<file path="src/rtl/pipe_stage_buf.sv">
// Pipeline-stage register with valid/ready handshake, optional 2-entry skid,
// flush and exception redirect. Payload, PC, branch-delay flag and ExcCode travel together.
module pipe_stage_buf #(
    parameter int unsigned DATA_W   = 160,
    parameter int unsigned CODE_W   = 5,
    parameter logic [31:0] RESET_PC = 32'h3000,
    parameter logic [31:0] EXC_PC   = 32'h4180,
    parameter int unsigned SKID     = 1
) (
    input  logic              clk_i,
    input  logic              reset_ni,
    input  logic              req_i,
    input  logic              flush_i,
    input  logic              in_valid_i,
    output logic              in_ready_o,
    input  logic [31:0]       in_pc_i,
    input  logic [DATA_W-1:0] in_data_i,
    input  logic              in_bd_i,
    input  logic [CODE_W-1:0] in_exc_i,
    output logic              out_valid_o,
    input  logic              out_ready_i,
    output logic [31:0]       out_pc_o,
    output logic [DATA_W-1:0] out_data_o,
    output logic              out_bd_o,
    output logic [CODE_W-1:0] out_exc_o
);

    typedef enum logic [1:0] {StEmpty, StFull, StSkid2} state_e;

    state_e              state_q, state_d;
    logic [31:0]         main_pc_q, main_pc_d;
    logic [DATA_W-1:0]   main_data_q, main_data_d;
    logic                main_bd_q, main_bd_d;
    logic [CODE_W-1:0]   main_exc_q, main_exc_d;
    logic [31:0]         skid_pc_q, skid_pc_d;
    logic [DATA_W-1:0]   skid_data_q, skid_data_d;
    logic                skid_bd_q, skid_bd_d;
    logic [CODE_W-1:0]   skid_exc_q, skid_exc_d;

    logic accept;
    logic consume;

    assign out_valid_o = (state_q != StEmpty);
    assign out_pc_o    = main_pc_q;
    assign out_data_o  = main_data_q;
    assign out_bd_o    = main_bd_q;
    assign out_exc_o   = main_exc_q;

    assign accept  = in_valid_i & in_ready_o;
    assign consume = out_valid_o & out_ready_i;

    always_comb begin
        state_d     = state_q;
        main_pc_d   = main_pc_q;
        main_data_d = main_data_q;
        main_bd_d   = main_bd_q;
        main_exc_d  = main_exc_q;
        skid_pc_d   = skid_pc_q;
        skid_data_d = skid_data_q;
        skid_bd_d   = skid_bd_q;
        skid_exc_d  = skid_exc_q;

        if (req_i || flush_i) begin
            // Any bundle offered this cycle is dropped along with the held ones.
            state_d     = StEmpty;
            main_data_d = '0;
            main_bd_d   = 1'b0;
            main_exc_d  = '0;
            skid_pc_d   = '0;
            skid_data_d = '0;
            skid_bd_d   = 1'b0;
            skid_exc_d  = '0;
            if (req_i) begin
                main_pc_d = EXC_PC;
            end
        end else begin
            unique case (state_q)
                StEmpty: begin
                    if (accept) begin
                        state_d     = StFull;
                        main_pc_d   = in_pc_i;
                        main_data_d = in_data_i;
                        main_bd_d   = in_bd_i;
                        main_exc_d  = in_exc_i;
                    end
                end
                StFull: begin
                    if (accept && consume) begin
                        main_pc_d   = in_pc_i;
                        main_data_d = in_data_i;
                        main_bd_d   = in_bd_i;
                        main_exc_d  = in_exc_i;
                    end else if (accept && (SKID != 0)) begin
                        state_d     = StSkid2;
                        skid_pc_d   = in_pc_i;
                        skid_data_d = in_data_i;
                        skid_bd_d   = in_bd_i;
                        skid_exc_d  = in_exc_i;
                    end else if (consume) begin
                        // Bubble keeps reporting the last valid PC.
                        state_d     = StEmpty;
                        main_data_d = '0;
                        main_bd_d   = 1'b0;
                        main_exc_d  = '0;
                    end
                end
                StSkid2: begin
                    if (consume) begin
                        state_d     = StFull;
                        main_pc_d   = skid_pc_q;
                        main_data_d = skid_data_q;
                        main_bd_d   = skid_bd_q;
                        main_exc_d  = skid_exc_q;
                        skid_pc_d   = '0;
                        skid_data_d = '0;
                        skid_bd_d   = 1'b0;
                        skid_exc_d  = '0;
                    end
                end
                default: state_d = StEmpty;
            endcase
        end
    end

    always_ff @(posedge clk_i) begin
        if (!reset_ni) begin
            state_q     <= StEmpty;
            main_pc_q   <= RESET_PC;
            main_data_q <= '0;
            main_bd_q   <= 1'b0;
            main_exc_q  <= '0;
            skid_pc_q   <= '0;
            skid_data_q <= '0;
            skid_bd_q   <= 1'b0;
            skid_exc_q  <= '0;
        end else begin
            state_q     <= state_d;
            main_pc_q   <= main_pc_d;
            main_data_q <= main_data_d;
            main_bd_q   <= main_bd_d;
            main_exc_q  <= main_exc_d;
            skid_pc_q   <= skid_pc_d;
            skid_data_q <= skid_data_d;
            skid_bd_q   <= skid_bd_d;
            skid_exc_q  <= skid_exc_d;
        end
    end

    if (SKID != 0) begin : g_skid
        // Registered ready breaks the combinational path from out_ready.
        logic in_ready_q;
        always_ff @(posedge clk_i) begin
            if (!reset_ni) begin
                in_ready_q <= 1'b1;
            end else begin
                in_ready_q <= (state_d != StSkid2);
            end
        end
        assign in_ready_o = in_ready_q;
    end else begin : g_single
        assign in_ready_o = ~out_valid_o | out_ready_i;
    end

endmodule

</file>
<file path="config.mk">
export PLATFORM = sky130hd
export DESIGN_NAME = pipe_stage_buf
export DESIGN_NICKNAME = d
export VERILOG_FILES = /design/src/rtl/pipe_stage_buf.sv
export SDC_FILE = /design/constraint.sdc
export NUM_CORES = 1
export LEC_CHECK = 0
export BUFFER_PORTS_ARGS = -buffer_cell sky130_fd_sc_hd__buf_2
export CAP_MARGIN = 20
export CORE_ASPECT_RATIO = 1.4
export CORE_MARGIN = 2
export CORE_UTILIZATION = 58
export CTS_CLUSTER_DIAMETER = 50
export DETAILED_ROUTE_END_ITERATION = 7
export HOLD_SLACK_MARGIN = 0.12
export PLACE_DENSITY = 0.85
export SYNTH_ARGS = -nofsm -noshare
export SYNTH_HDL_FRONTEND = slang
export SYNTH_SLANG_ARGS = --single-unit
export TNS_END_PERCENT = 1
</file>
<file path="constraint.sdc">
create_clock -name clk_i -period 4.49 [get_ports clk_i]
set_input_delay 0.898 -clock clk_i [delete_from_list [all_inputs] [get_ports clk_i]]
set_output_delay 0.898 -clock clk_i [all_outputs]
set_load 0.01 [all_outputs]
</file>
==> impl_metrics.tcl <==
set metrics [dict create \
    fill_cells 2255 \
    min_period_ps 2880 \
    drv_cap 0 \
    ant_nets 0 \
    gp_congestion 0.834 \
    avgRoutedWirePerCell_um 18.4 \
    core-area_sq_um 29900 \
    slew_violations 0 \
    antenna_found_initial 12 \
    viasPerCell 6.05 \
    synth_nets 2413 \
    ys_warn_count 0 \
    tightest_slew_ps 1030 \
    start_util_pct 58.8 \
    vias 17300 \
    crit_type "flop to flop" \
    hold_buffers 0 \
    finalCritPeriodShare_pct 64.1 \
    cts_buffers 38 \
    fin_worst_skew_ps 18.1 \
    dpl_cell_area_sq_um 19500 \
    wl_mm 52.6 \
    synth_seq_cells 399 \
    area_growth_pct 18.1 \
    timing.rr.start "state_q[0]" \
    fin_area_sq_um 20800 \
    dpl.hpwl_mm 31.2 \
    rsz0062_at_grt "no" \
    post_cts_buffers 0 \
    utilization_pct 69.5 \
    drc_errors 0 \
    hold_depth 2 \
    ir_drop_mv 0.315 \
    drtPass1Iterations 6 \
    worstPathArrival_ps 3330 \
    status "complete, no violations" \
    syn_inst 2205 \
    hold_violations 0 \
    synthArstFlopShare_pct 0 \
    whs_ps 449 \
    num_io_pins 404 \
    grtUsageTotal_pct 31.1 \
    synth_flop_cell "dfxtp_1" \
    worstHoldPathType "flop to flop" \
    grt_pass1_vias 16700 \
    ff2ff_path_depth 7 \
    setup.worst_path.end_class "flop" \
    ff_latch_area_sq_um 7990 \
    finalSetupViolCount 0 \
    p_per_area_nw_per_um2 366 \
    synth_edf_count 0 \
    die_w_um 151 \
    multiInputGateArea_sq_um 8050 \
    crit_fanout 198 \
    clkLatencyLatePin_ps 540 \
    cts-root-buf "clkbuf_16" \
    drive_gt1_share_pct 21.1 \
    hold_path_end "skid_pc_q[12]" \
    dieArea_sq_um 31800 \
    r2r_slack_ps 1610 \
    cts.path.max_buffers 3 \
    htreeDepth 2 \
    start_kind "flop" \
    mostFrequentLayoutCells "buf_2, dfxtp_1, a21oi_1" \
    tritoncts "done" \
    drtIter0Drc 1489 \
    synth.avg_cell_area_sq_um 7.99 \
    grt_overflow 0 \
    ys_seq_area_share_pct 45.3 \
    final_common_cell "buf_2" \
    grt_max_degree 199 \
    power_mw 7.61 \
    worstHoldStart "skid_pc_q[12]" \
    rr_endpoint "skid_data_q[138]" \
    ys_types 48 \
    clock-sinks 399 \
    cts_resized 0 \
    power_leakage_nw 8.30 \
    crit_required_ps 4940 \
    clk_pin_slew_ps 60 \
    synth_area_sq_um 17600 \
    rows 75 \
    fin_setup_tns_ps 0 \
    relSlewSlack_pct 31.2 \
    die_y_um 210 \
    fmax_mhz 347 \
    final_nets 2645 \
    grt_pass1_wl_mm 81.5 \
    port_buffers 403 \
]
## report_power, final
part / switching (mW) / total (mW) / internal [mW]
clock: 1.36 / 3.28 / 1.92
combinational: 0.404 / 0.703 / 0.299
sequential: 0.0363 / 3.63 / 3.60
## state kept, by name, summed over array words and instances (netlist names)
| name | count |
|---|---|
| out_data_o | 160 |
| skid_data_q | 160 |
| out_pc_o | 32 |
| skid_pc_q | 32 |
| out_exc_o | 5 |
| skid_exc_q | 5 |
| state_q | 2 |
| in_ready_o | 1 |
| out_bd_o | 1 |
| skid_bd_q | 1 |
## synthesized netlist by cell type, types with 2 or more instances
library cell | number | area share [%]
ha_1 | 4 | 0.28
dfxtp_1 | 399 | 45
o31ai_1 | 3 | 0.13
a21oi_1 | 398 | 11
nor2b_1 | 24 | 0.85
nand3_1 | 177 | 5.0
a2111oi_0 | 2 | 0.099
mux2i_1 | 6 | 0.34
a31oi_1 | 2 | 0.071
buf_2 | 50 | 1.4
nor2_1 | 4 | 0.085
o21ai_0 | 2 | 0.057
clkbuf_1 | 171 | 3.6
inv_1 | 173 | 3.7
inv_2 | 2 | 0.043
nor3_1 | 169 | 4.8
nand2_1 | 389 | 8.3
o311a_1 | 2 | 0.11
a211oi_1 | 7 | 0.30
o2bb2ai_2 | 20 | 1.7
buf_6 | 3 | 0.19
buf_1 | 7 | 0.15
o2111a_1 | 166 | 11
## logic make-up after synthesis
group	Yosys count	synth area share [%]
buffers and inverters	406	9.13
AO/OA/AOI/OAI	617	25.3
flip-flops	399	45.3
multiplexers	6	0.341
AND/OR/NAND/NOR	773	19.6
adder cells (fa/ha/maj)	4	0.284
## worst max-delay path, cell delays in order (launching register included)
cell	delay (ps)
dfxtp_1	340
inv_1	120
ha_2	670
nand4bb_2	250
o31ai_4	120
buf_12	670
nand3_1	180
a21oi_1	220
## cell type report
type / count / area share, %
antenna: 13 / 0.156
clock buffer: 57 / 5.66
clock inverter: 8 / 0.457
inverter: 175 / 3.22
multi-input combinational: 1400 / 38.7
sequential: 399 / 38.4
tap: 385 / 2.32
timing repair buffer: 423 / 11.1
## routing by layer
| metal | track usage [%] | share of wire [%] |
|---|---|---|
| met1 | 35.8 | 38 |
| met2 | 50.9 | 48 |
| met5 | 0 | 0.025 |
| met3 | 7.66 | 8.2 |
| met4 | 20.9 | 6.6 |
## per-stage QoR
stage,instances,setup WS (ps)
after floorplan,2205,2200
after global placement,2782,1750
after detailed placement,2782,1690
after CTS,2847,1690
after global routing,2858,1450
final,2860,1610
## worst max-delay path by stage
| stage | start | end | slack (ps) |
|---|---|---|---|
| floorplan | req_i | out_bd_o | 2200 |
| global placement | in_valid_i | out_data_o[114] | 1750 |
| detailed placement | out_ready_i | skid_data_q[153] | 1690 |
| CTS | state_q[0] | out_pc_o[31] | 1690 |
| global route | state_q[0] | out_data_o[39] | 1450 |
| finish | state_q[0] | skid_data_q[138] | 1610 |
Power figures use the tool's default switching activity.
